<file path="config.mk">
export PLATFORM = sky130hd
export DESIGN_NAME = pipelined_icache_ctrl
export DESIGN_NICKNAME = d
export VERILOG_FILES = /design/src/rtl/pipelined_icache_ctrl_pkg.sv /design/src/rtl/pipelined_icache_ctrl_plru_tree.sv /design/src/rtl/pipelined_icache_ctrl.sv
export SDC_FILE = /design/constraint.sdc
export NUM_CORES = 1
export LEC_CHECK = 0
export CORE_UTILIZATION = 36
export CTS_BUF_LIST = sky130_fd_sc_hd__clkbuf_8
export CTS_CLUSTER_DIAMETER = 30
export CTS_CLUSTER_SIZE = 30
export DETAILED_ROUTE_END_ITERATION = 16
export PLACE_DENSITY = 0.89
export SLEW_MARGIN = 0
export SYNTH_ARGS = -nofsm -noshare
export SYNTH_HDL_FRONTEND = slang
export SYNTH_HIERARCHICAL = 1
export SYNTH_SLANG_ARGS = --single-unit
export TNS_END_PERCENT = 50
</file>
<file path="constraint.sdc">
create_clock -name clk -period 1.71 [get_ports clk]
set_input_delay 0.513 -clock clk [delete_from_list [all_inputs] [get_ports clk]]
set_output_delay 0.513 -clock clk [all_outputs]
set_load 0.005 [all_outputs]
</file>
<file path="src/rtl/pipelined_icache_ctrl_pkg.sv">
// Shared types for the pipelined instruction-cache controller.
package pipelined_icache_ctrl_pkg;

    typedef enum logic [1:0] {
        ST_IDLE,
        ST_LOOKUP,
        ST_MISS,
        ST_FLUSH
    } state_t;

    localparam logic ADDR_CPU  = 1'b0;
    localparam logic ADDR_PREV = 1'b1;

endpackage

</file>
<file path="src/rtl/pipelined_icache_ctrl_plru_tree.sv">
// Tree-PLRU victim selection and hit update for one set.
module plru_tree #(
    parameter int WAYS = 4
) (
    input  logic [WAYS-1:0] i_valid,
    input  logic [WAYS-2:0] i_lru,
    input  logic [WAYS-1:0] i_hit_way,
    output logic [WAYS-1:0] o_victim,
    output logic [WAYS-2:0] o_lru_new
);

    localparam int LVL = $clog2(WAYS);

    always_comb begin : victim_sel
        logic           found;
        logic           b;
        logic [LVL-1:0] way;
        logic [LVL:0]   node;
        found = 1'b0;
        b     = 1'b0;
        way   = '0;
        node  = '0;
        for (int i = 0; i < WAYS; i++) begin
            if (!found && !i_valid[i]) begin
                found = 1'b1;
                way   = i[LVL-1:0];
            end
        end
        if (!found) begin
            for (int l = 0; l < LVL; l++) begin
                b = 1'b0;
                for (int n = 0; n < WAYS-1; n++) begin
                    if (node == (LVL+1)'(n)) b = i_lru[n];
                end
                way[LVL-1-l] = b;
                node = {node[LVL-1:0], 1'b1} + (LVL+1)'(b);
            end
        end
        o_victim      = '0;
        o_victim[way] = 1'b1;
    end

    // Each node on the hit path is made to point at the other subtree.
    always_comb begin : lru_upd
        logic           b;
        logic [LVL-1:0] hidx;
        logic [LVL:0]   node;
        hidx = '0;
        node = '0;
        b    = 1'b0;
        for (int i = 0; i < WAYS; i++) begin
            if (i_hit_way[i]) hidx = hidx | i[LVL-1:0];
        end
        o_lru_new = i_lru;
        for (int l = 0; l < LVL; l++) begin
            b = hidx[LVL-1-l];
            for (int n = 0; n < WAYS-1; n++) begin
                if (node == (LVL+1)'(n)) o_lru_new[n] = ~b;
            end
            node = {node[LVL-1:0], 1'b1} + (LVL+1)'(b);
        end
    end

endmodule

</file>
<file path="src/rtl/pipelined_icache_ctrl.sv">
// Instruction-cache control FSM: hit/miss sequencing, line fill and flush walk.
module pipelined_icache_ctrl
    import pipelined_icache_ctrl_pkg::*;
#(
    parameter int WAYS  = 4,
    parameter int IDX_W = 3
) (
    input  logic             clk,
    input  logic             rst,
    input  logic             mem_read,
    output logic             mem_resp,
    input  logic             flush,
    output logic             flush_done,
    output logic             pmem_read,
    input  logic             pmem_resp,
    input  logic [WAYS-1:0]  s2_hit_way,
    input  logic [WAYS-1:0]  s2_valid,
    input  logic [WAYS-2:0]  s2_lru,
    output logic [WAYS-1:0]  fill_way,
    output logic             valid_datain,
    output logic             lru_load,
    output logic [WAYS-2:0]  lru_datain,
    output logic             addr_sel,
    output logic [IDX_W-1:0] flush_idx,
    output logic             flush_active
);

    localparam int              SETS = 2**IDX_W;
    localparam logic [IDX_W-1:0] LAST = IDX_W'(SETS-1);

    state_t           r_state;
    state_t           w_next;
    logic [IDX_W-1:0] r_flush_idx;
    logic             r_flush_pend;
    logic             r_drop;
    logic             r_flush_done;
    logic             w_hit;
    logic [WAYS-1:0]  w_victim;
    logic [WAYS-2:0]  w_lru_new;

    assign w_hit      = |s2_hit_way;
    assign flush_done = r_flush_done;

    plru_tree #(.WAYS(WAYS)) u_plru (
        .i_valid   (s2_valid),
        .i_lru     (s2_lru),
        .i_hit_way (s2_hit_way),
        .o_victim  (w_victim),
        .o_lru_new (w_lru_new)
    );

    always_ff @(posedge clk) begin
        if (rst) begin
            r_state      <= ST_IDLE;
            r_flush_idx  <= '0;
            r_flush_pend <= 1'b0;
            r_drop       <= 1'b0;
            r_flush_done <= 1'b0;
        end else begin
            r_state      <= w_next;
            r_flush_done <= (r_state == ST_FLUSH) && (r_flush_idx == LAST);
            if (r_state == ST_FLUSH)
                r_flush_idx <= (r_flush_idx == LAST) ? '0 : r_flush_idx + IDX_W'(1);
            if (w_next == ST_FLUSH)
                r_flush_pend <= 1'b0;
            else if (r_state == ST_MISS && flush)
                r_flush_pend <= 1'b1;
            // Remembers an abandoned fetch so the fill ends without a replay.
            r_drop <= (r_state == ST_MISS) && (r_drop || !mem_read);
        end
    end

    always_comb begin
        w_next       = r_state;
        mem_resp     = 1'b0;
        pmem_read    = 1'b0;
        fill_way     = '0;
        valid_datain = 1'b0;
        lru_load     = 1'b0;
        lru_datain   = '0;
        addr_sel     = ADDR_CPU;
        flush_idx    = '0;
        flush_active = 1'b0;
        unique case (r_state)
            ST_IDLE: begin
                if (flush)
                    w_next = ST_FLUSH;
                else if (mem_read)
                    w_next = w_hit ? ST_LOOKUP : ST_MISS;
            end
            ST_LOOKUP: begin
                if (mem_read && w_hit) begin
                    mem_resp   = 1'b1;
                    lru_load   = 1'b1;
                    lru_datain = w_lru_new;
                end
                if (flush)
                    w_next = ST_FLUSH;
                else if (!mem_read)
                    w_next = ST_IDLE;
                else if (!w_hit)
                    w_next = ST_MISS;
            end
            ST_MISS: begin
                addr_sel  = ADDR_PREV;
                pmem_read = 1'b1;
                if (pmem_resp) begin
                    fill_way     = w_victim;
                    valid_datain = 1'b1;
                    if (flush || r_flush_pend)
                        w_next = ST_FLUSH;
                    else if (r_drop || !mem_read)
                        w_next = ST_IDLE;
                    else
                        w_next = ST_LOOKUP;
                end
            end
            ST_FLUSH: begin
                flush_active = 1'b1;
                fill_way     = '1;
                flush_idx    = r_flush_idx;
                if (r_flush_idx == LAST)
                    w_next = ST_IDLE;
            end
            default: w_next = ST_IDLE;
        endcase
    end

endmodule

</file>
==> results.md, run 1 <==
- Max-cap violations: 0
- Hold WC Path Type: register to register
- Max stage delay on crit path: 0.28 ns
- Post-place setup slack: -1.05 ns
- Netlist Area Pre-Place: 637 µm²
- Antenna cell count: 0
- Clock Skew: 0.00218 ns
- Unrepaired setup endpoints after global routing: true
- R2r endpoint: r_state[1]$_SDFF_PP0_
- Drt pass-1 iters: 10
- Worst Path Arrival: 1.41 ns
- Final Worst Setup Slack: -0.218 ns
- Crit Path Class: input port to output pin
- Final Net Count: 146
- Pleak: 0.538 nW
- Area of the core: 1580 µm²
- Final Wtd Congestion: 0.781
- FF-to-FF Start: r_flush_idx[0]$_SDFFE_PP0P_
- GRT Overall Usage: 22.1%
- Via count: 742
- Post-layout min period: 1.93 ns
- Avg Synthesized Cell Area: 8.16 µm²
- Port Buffer Count: 32
- Post-synth EDFFs: 0
- Max Freq: 519 MHz
- P&R area growth vs syn: 73.3%
- Clk_lat worst skew: 0.23 ns
- Status: finished with violations
- Post-route DRC: 3
- Slew Limit Fails: 0
- Tcrit/Tclk final: 113%
- Die area: 1940 µm²
- Synth unique cells: 35
- Final Routed Wirelength: 1940 µm
- Setup-failing EPs final: 8
- Total gr overflow: 0
- Critical path required time: 1.20 ns
- CTS Buf Count: 3
- Max stage delay cell, worst path: nor4_4
- Clk root buf: clkbuf_8
- Antenna-violating nets left: 0
- Starting DRT DRC Count: 12
- Initial Util: 40.4%
- Failing checks: design-rule violations, negative setup slack
- Crit end category: output pin
- Worst Tran Pin Value: 0.330 ns
- Synth top area cells: dfxtp_1 (25%), a21oi_1 (8.6%), nand2_1 (4.7%)
- Slew HR: 77.9%
- Buffer levels on the longest clock path: 2
- # IOs: 33
- Worst Hold Depth: 2
- Largest net degree at the start of global routing: 9
- Die width: 44.1 µm
- Syn Inst Count: 78
- Hpwl dp: 1350 µm
- Seq/Total Area, Yosys: 25.1%
- CP max FO: 3
- Vias in the first global route: 702
- Synth Net Count: 96
- Number of synthesis warnings: 6
- Min-delay src: r_flush_idx[1]$_SDFFE_PP0P_
- WL per Instance: 13.7 µm
- Reg clk slew, reported paths: 0.04 ns
- Reg2Reg Depth: 4
- Vias per cell: 5.23
- Worst VDD drop: 0.000454 V
- Critical-path cell list: buf_6, nor4_4, or2b_1, nor3b_2, and2_1, buf_2
- Total clock sinks: 8
- Share of layout cells above drive strength 1: 46.0%
- Power per cell area: 583 nW/µm²
- # fillers: 128
- CTS H-Tree Depth: 1
- Setup crit start kind: input port
- Worst hold endpoint: r_flush_idx[1]$_SDFFE_PP0P_
- Synth top area share: 25.1%
- Total power: 0.644 mW
- Final Hold Viols: 0
- First-pass GRT wire length: 3110 µm
- CTS tree: yes
- DIE HEIGHT: 44.1 µm
- Most used flip-flop cell after synthesis: dfxtp_1
- Yosys top cell by area: dfxtp_1
- Row count: 14
- Initial antenna violation count: 0
- Reg2Reg Setup Slack: 0.31 ns
- Yosys reg bits: 8
- Synth async-reset ratio: 0%
==> cell usage in the layout, fill, tap and decap left out, drive strengths merged, types with 2 or more instances in the layout <==
cell type / netlist / routed
nand3: 2 / 2
o31ai: 2 / 2
dfxtp: 8 / 8
a21oi: 11 / 11
nand2: 9 / 9
nor3b: 3 / 3
a211oi: 2 / 2
nor2: 5 / 5
ha: 2 / 2
dlygate4sd2: 0 / 6
clkbuf: 1 / 4
buf: 4 / 39
and3: 3 / 3
nor2b: 6 / 6
o21ai: 2 / 2
clkdlybuf4s50: 0 / 3
nand4b: 2 / 2
and2: 4 / 4
==> registers in the layout, summed over array words and instances, names as in the netlist <==
name,count
r_state,2
r_drop,1
flush_done,1
r_flush_pend,1
r_flush_idx,3
==> cell usage after synthesis (2+ instances only) <==
master    instances
buf_4             2
nor2b_4           2
a21oi_1          11
and2_1            4
nand4b_1          2
nand2_1           8
nor3b_1           2
o21ai_0           2
ha_1              2
dfxtp_1           8
nor2b_1           4
nand3_1           2
and3_1            3
nor2_1            5
==> worst max path at each step <==
| stage | from | to | slack (ns) | cells after the start |
|---|---|---|---|---|
| global placement | s2_hit_way[3] | lru_datain[0] | -1.02 | 6 |
| detailed placement | s2_hit_way[2] | lru_datain[2] | -1.05 | 6 |
| finish | s2_hit_way[0] | lru_datain[0] | -0.22 | 6 |
| CTS | s2_hit_way[3] | lru_datain[2] | -0.18 | 6 |
| floorplan | s2_hit_way[3] | lru_datain[0] | -0.002 | 4 |
| global route | s2_hit_way[0] | lru_datain[0] | -0.28 | 6 |
==> metal layers <==
metal	routed length [µm]	global-route usage [%]
met1	774	25.1
met2	1020	40.6
met3	122	3.67
met4	22	9.09
met5	0	0
==> stage by stage <==
step	util, %	instance area (µm²)	hold slack, ns	setup TNS, ns	cells
final	70.0	1100	0.489	-0.976	142
after CTS	69.6	1100	0.493	-1.01	141
after global placement	66.4	1050	0.460	-9.11	135
after floorplan	-	637	0.449	-0.00348	78
after global routing	70.0	1100	0.523	-1.41	142
after detailed placement	66.4	1050	0.481	-9.53	135
==> critical path, delay by kind of cell <==
kind | cells | cell delay [ns]
buf+inv | 2 | 0.22
simple gates | 4 | 0.69
==> logic make-up after synthesis <==
kind of cell,Yosys count,share of synthesized area (%)
AO/OA/AOI/OAI,21,22.4
adder cells (fa/ha/maj),2,3.93
buffers and inverters,6,6.09
flip-flops,8,25.1
AND/OR/NAND/NOR,41,42.4
==> layout make-up <==
type	instances	area [µm²]	share of cell area (%)
tap	16	20.0	1.81
clock buffer	3	41.3	3.74
timing repair buffer	50	414	37.5
inverter	1	3.75	0.340
sequential	8	165	15.0
multi-input combinational	64	459	41.6
==> timing repair <==
| item | in CTS | in global routing |
|---|---|---|
| setup endpoints to repair | 16 | 10 |
| pin swaps | 12 | 4 |
| gates resized for setup | 113 | 8 |
| hold buffers | 0 | 0 |
| setup buffers | 3 | 1 |
==> power breakdown <==
group | switching (mW) | internal [mW]
logic | 0.0891 | 0.119
registers | 0.00922 | 0.196
clock network | 0.0784 | 0.153
(Power assumes the default switching activity.)
==> run 2: changes to the inputs <==
- CORE_ASPECT_RATIO: not set -> 0.8
==> results.md, run 2 (synthesized netlist as in run 1, its figures left out) <==
- Status: finished with violations (unchanged)
- Failing checks: negative setup slack (was design-rule violations, negative setup slack)
- GRT Overall Usage: 21.3% (was 22.1%)
- Hold WC Path Type: register to register (unchanged)
- CTS tree: yes (unchanged)
- Power per cell area: 577 nW/µm² (was 583 nW/µm²)
- Antenna cell count: 0 (unchanged)
- Storage element area: 165 µm² (unchanged)
- Largest register by flop count: r_flush_idx (unchanged)
- Slew HR: 78.9% (was 77.9%)
- Die area: 1940 µm² (about the same)
- Setup crit start kind: input port (unchanged)
- WL per Instance: 13.3 µm (was 13.7 µm)
- CP max FO: 2 (was 3)
- Inst Count DP: 142 (was 135)
- P&R area growth vs syn: 75.8% (was 73.3%)
- DIE HEIGHT: 39.6 µm (was 44.1 µm)
- Via count: 757 (was 742)
- Total gr overflow: 0 (unchanged)
- CTS Buf Count: 3 (unchanged)
- Clk root buf: clkbuf_8 (unchanged)
- Final Wtd Congestion: 0.780 (was 0.781)
- Pleak: 0.540 nW (was 0.538 nW)
- Hold slack: 0.472 ns (was 0.489 ns)
- First-pass GRT wire length: 2970 µm (was 3110 µm)
- Area of the core: 1640 µm² (was 1580 µm²)
- DP Area: 1070 µm² (was 1050 µm²)
- Worst Tran Pin Value: 0.316 ns (was 0.330 ns)
- Fin cells: 147 (was 142)
- Share of layout cells above drive strength 1: 44.8% (was 46.0%)
- Row count: 13 (was 14)
- Buffer levels on the longest clock path: 2 (unchanged)
- Crit Path Class: input port to output pin (unchanged)
- Die width: 49.0 µm (was 44.1 µm)
- Final Worst Setup Slack: -0.288 ns (was -0.218 ns)
- Drt pass-1 iters: 4 (was 10)
- Post-route DRC: 0 (was 3)
- Util after Layout: 68.2% (was 70.0%)
- Largest net degree at the start of global routing: 9 (unchanged)
- Clk_lat worst skew: 0.23 ns (about the same)
- Port Buffer Count: 32 (unchanged)
- Max reg flops: 3 (unchanged)
- Final Hold Viols: 0 (unchanged)
- Clock Skew: 0.00300 ns (was 0.00218 ns)
- CTS H-Tree Depth: 1 (unchanged)
- # IOs: 33 (unchanged)
- Worst Hold Depth: 2 (unchanged)
- # fillers: 129 (was 128)
- Crit end category: output pin (unchanged)
- Starting DRT DRC Count: 20 (was 12)
- Slew Limit Fails: 0 (unchanged)
- Vias per cell: 5.15 (was 5.23)
- Fin Setup TNS: -1.14 ns (was -0.976 ns)
- Tcrit/Tclk final: 117% (was 113%)
- Initial Util: 38.8% (was 40.4%)
- Setup-failing EPs final: 7 (was 8)
- # hold bufs at CTS: 0 (unchanged)
- Most frequent cells in the layout: buf_4 (17), buf_2 (10), a21oi_1 (9) (was buf_4 (18), a21oi_1 (10), buf_2 (10))
- Antenna-violating nets left: 0 (unchanged)
- Worst Path Arrival: 1.49 ns (was 1.41 ns)
- Worst VDD drop: 0.000482 V (was 0.000454 V)
- Reg2Reg Depth: 5 (was 4)
- Unrepaired setup endpoints after global routing: true (unchanged)
- Max Freq: 500 MHz (was 519 MHz)
- Final instance area: 1120 µm² (was 1100 µm²)
- Largest regs: r_flush_idx x3, r_state x2 (unchanged)
- Max-cap violations: 0 (unchanged)
- Total clock sinks: 8 (unchanged)
- Final Routed Wirelength: 1950 µm (was 1940 µm)
- Initial antenna violation count: 0 (unchanged)
- Footprint of the multi-input gates: 459 µm² (unchanged)
- Critical path required time: 1.20 ns (about the same)
- Vias in the first global route: 659 (was 702)
- Final Net Count: 145 (was 146)
- Post-layout min period: 2.00 ns (was 1.93 ns)
- Most common cell after layout, fill and taps aside: buf_4 (unchanged)
- Reg clk slew, reported paths: 0.04 ns (about the same)
==> run 2: final cells by class <==
class,count,area share [%]
multi-input cells,64,41.0
repair buffers,49,37.8
flip-flops and latches,8,14.7
clock buffers,3,3.69
well taps,22,2.46
inverters,1,0.335
==> run 2: timing repair <==
| action | 4_1_cts | 5_1_grt |
|---|---|---|
| resized for setup | 110 | 5 |
| buffers inserted | 1 | 1 |
| endpoints found under the setup margin | 16 | 12 |
| pin swaps | 15 | 1 |
| hold endpoints to repair | 0 | 0 |
==> run 2: final timing paths <==
| path | from | end | slack [ns] |
|---|---|---|---|
| min | r_flush_idx[1]$_SDFFE_PP0P_ | r_flush_idx[1]$_SDFFE_PP0P_ | 0.47 |
| min reg2reg | r_flush_idx[1]$_SDFFE_PP0P_ | r_flush_idx[1]$_SDFFE_PP0P_ | 0.47 |
| max | s2_hit_way[1] | lru_datain[1] | -0.29 |
| max reg2reg | r_flush_idx[0]$_SDFFE_PP0P_ | r_flush_pend$_SDFFE_PP0P_ | 0.30 |
==> run 2: routing by layer <==
layer / share of wire (%) / vias to the layer above / track usage (%)
met2: 53 / 22 / 42.4
met3: 4.7 / 5 / 3.10
met4: 2.1 / 0 / 12.5
met1: 40 / 359 / 22.4
met5: 0 / - / 0
li1: - / 371 / -
==> run 2: power by group <==
group	leakage, nW	total, mW	switching, mW	internal [mW]
Sequential	0.0660	0.205	0.00981	0.196
Clock	0.0216	0.229	0.0762	0.153
Combinational	0.452	0.212	0.0885	0.123
==> run 2: per-stage QoR <==
stage	power, mW	setup slack (ns)
global placement	0.411	-0.995
CTS	0.640	-0.201
floorplan	0.294	-0.00174
global route	0.678	-0.318
detailed placement	0.416	-1.05
finish	0.646	-0.288
==> run 2: worst max-delay path, stage by stage <==
cell and delay, ns:
buf_6 0.08, nor4_4 0.04, or2b_1 0.25, buf_4 0.15, nor4bb_1 0.27, buf_2 0.17
==> run 3: changes to the inputs <==
- CAP_MARGIN: not set -> 10
==> results of run 3 <==
No change in the layout: final DEF, timing and power equal those of run 2.
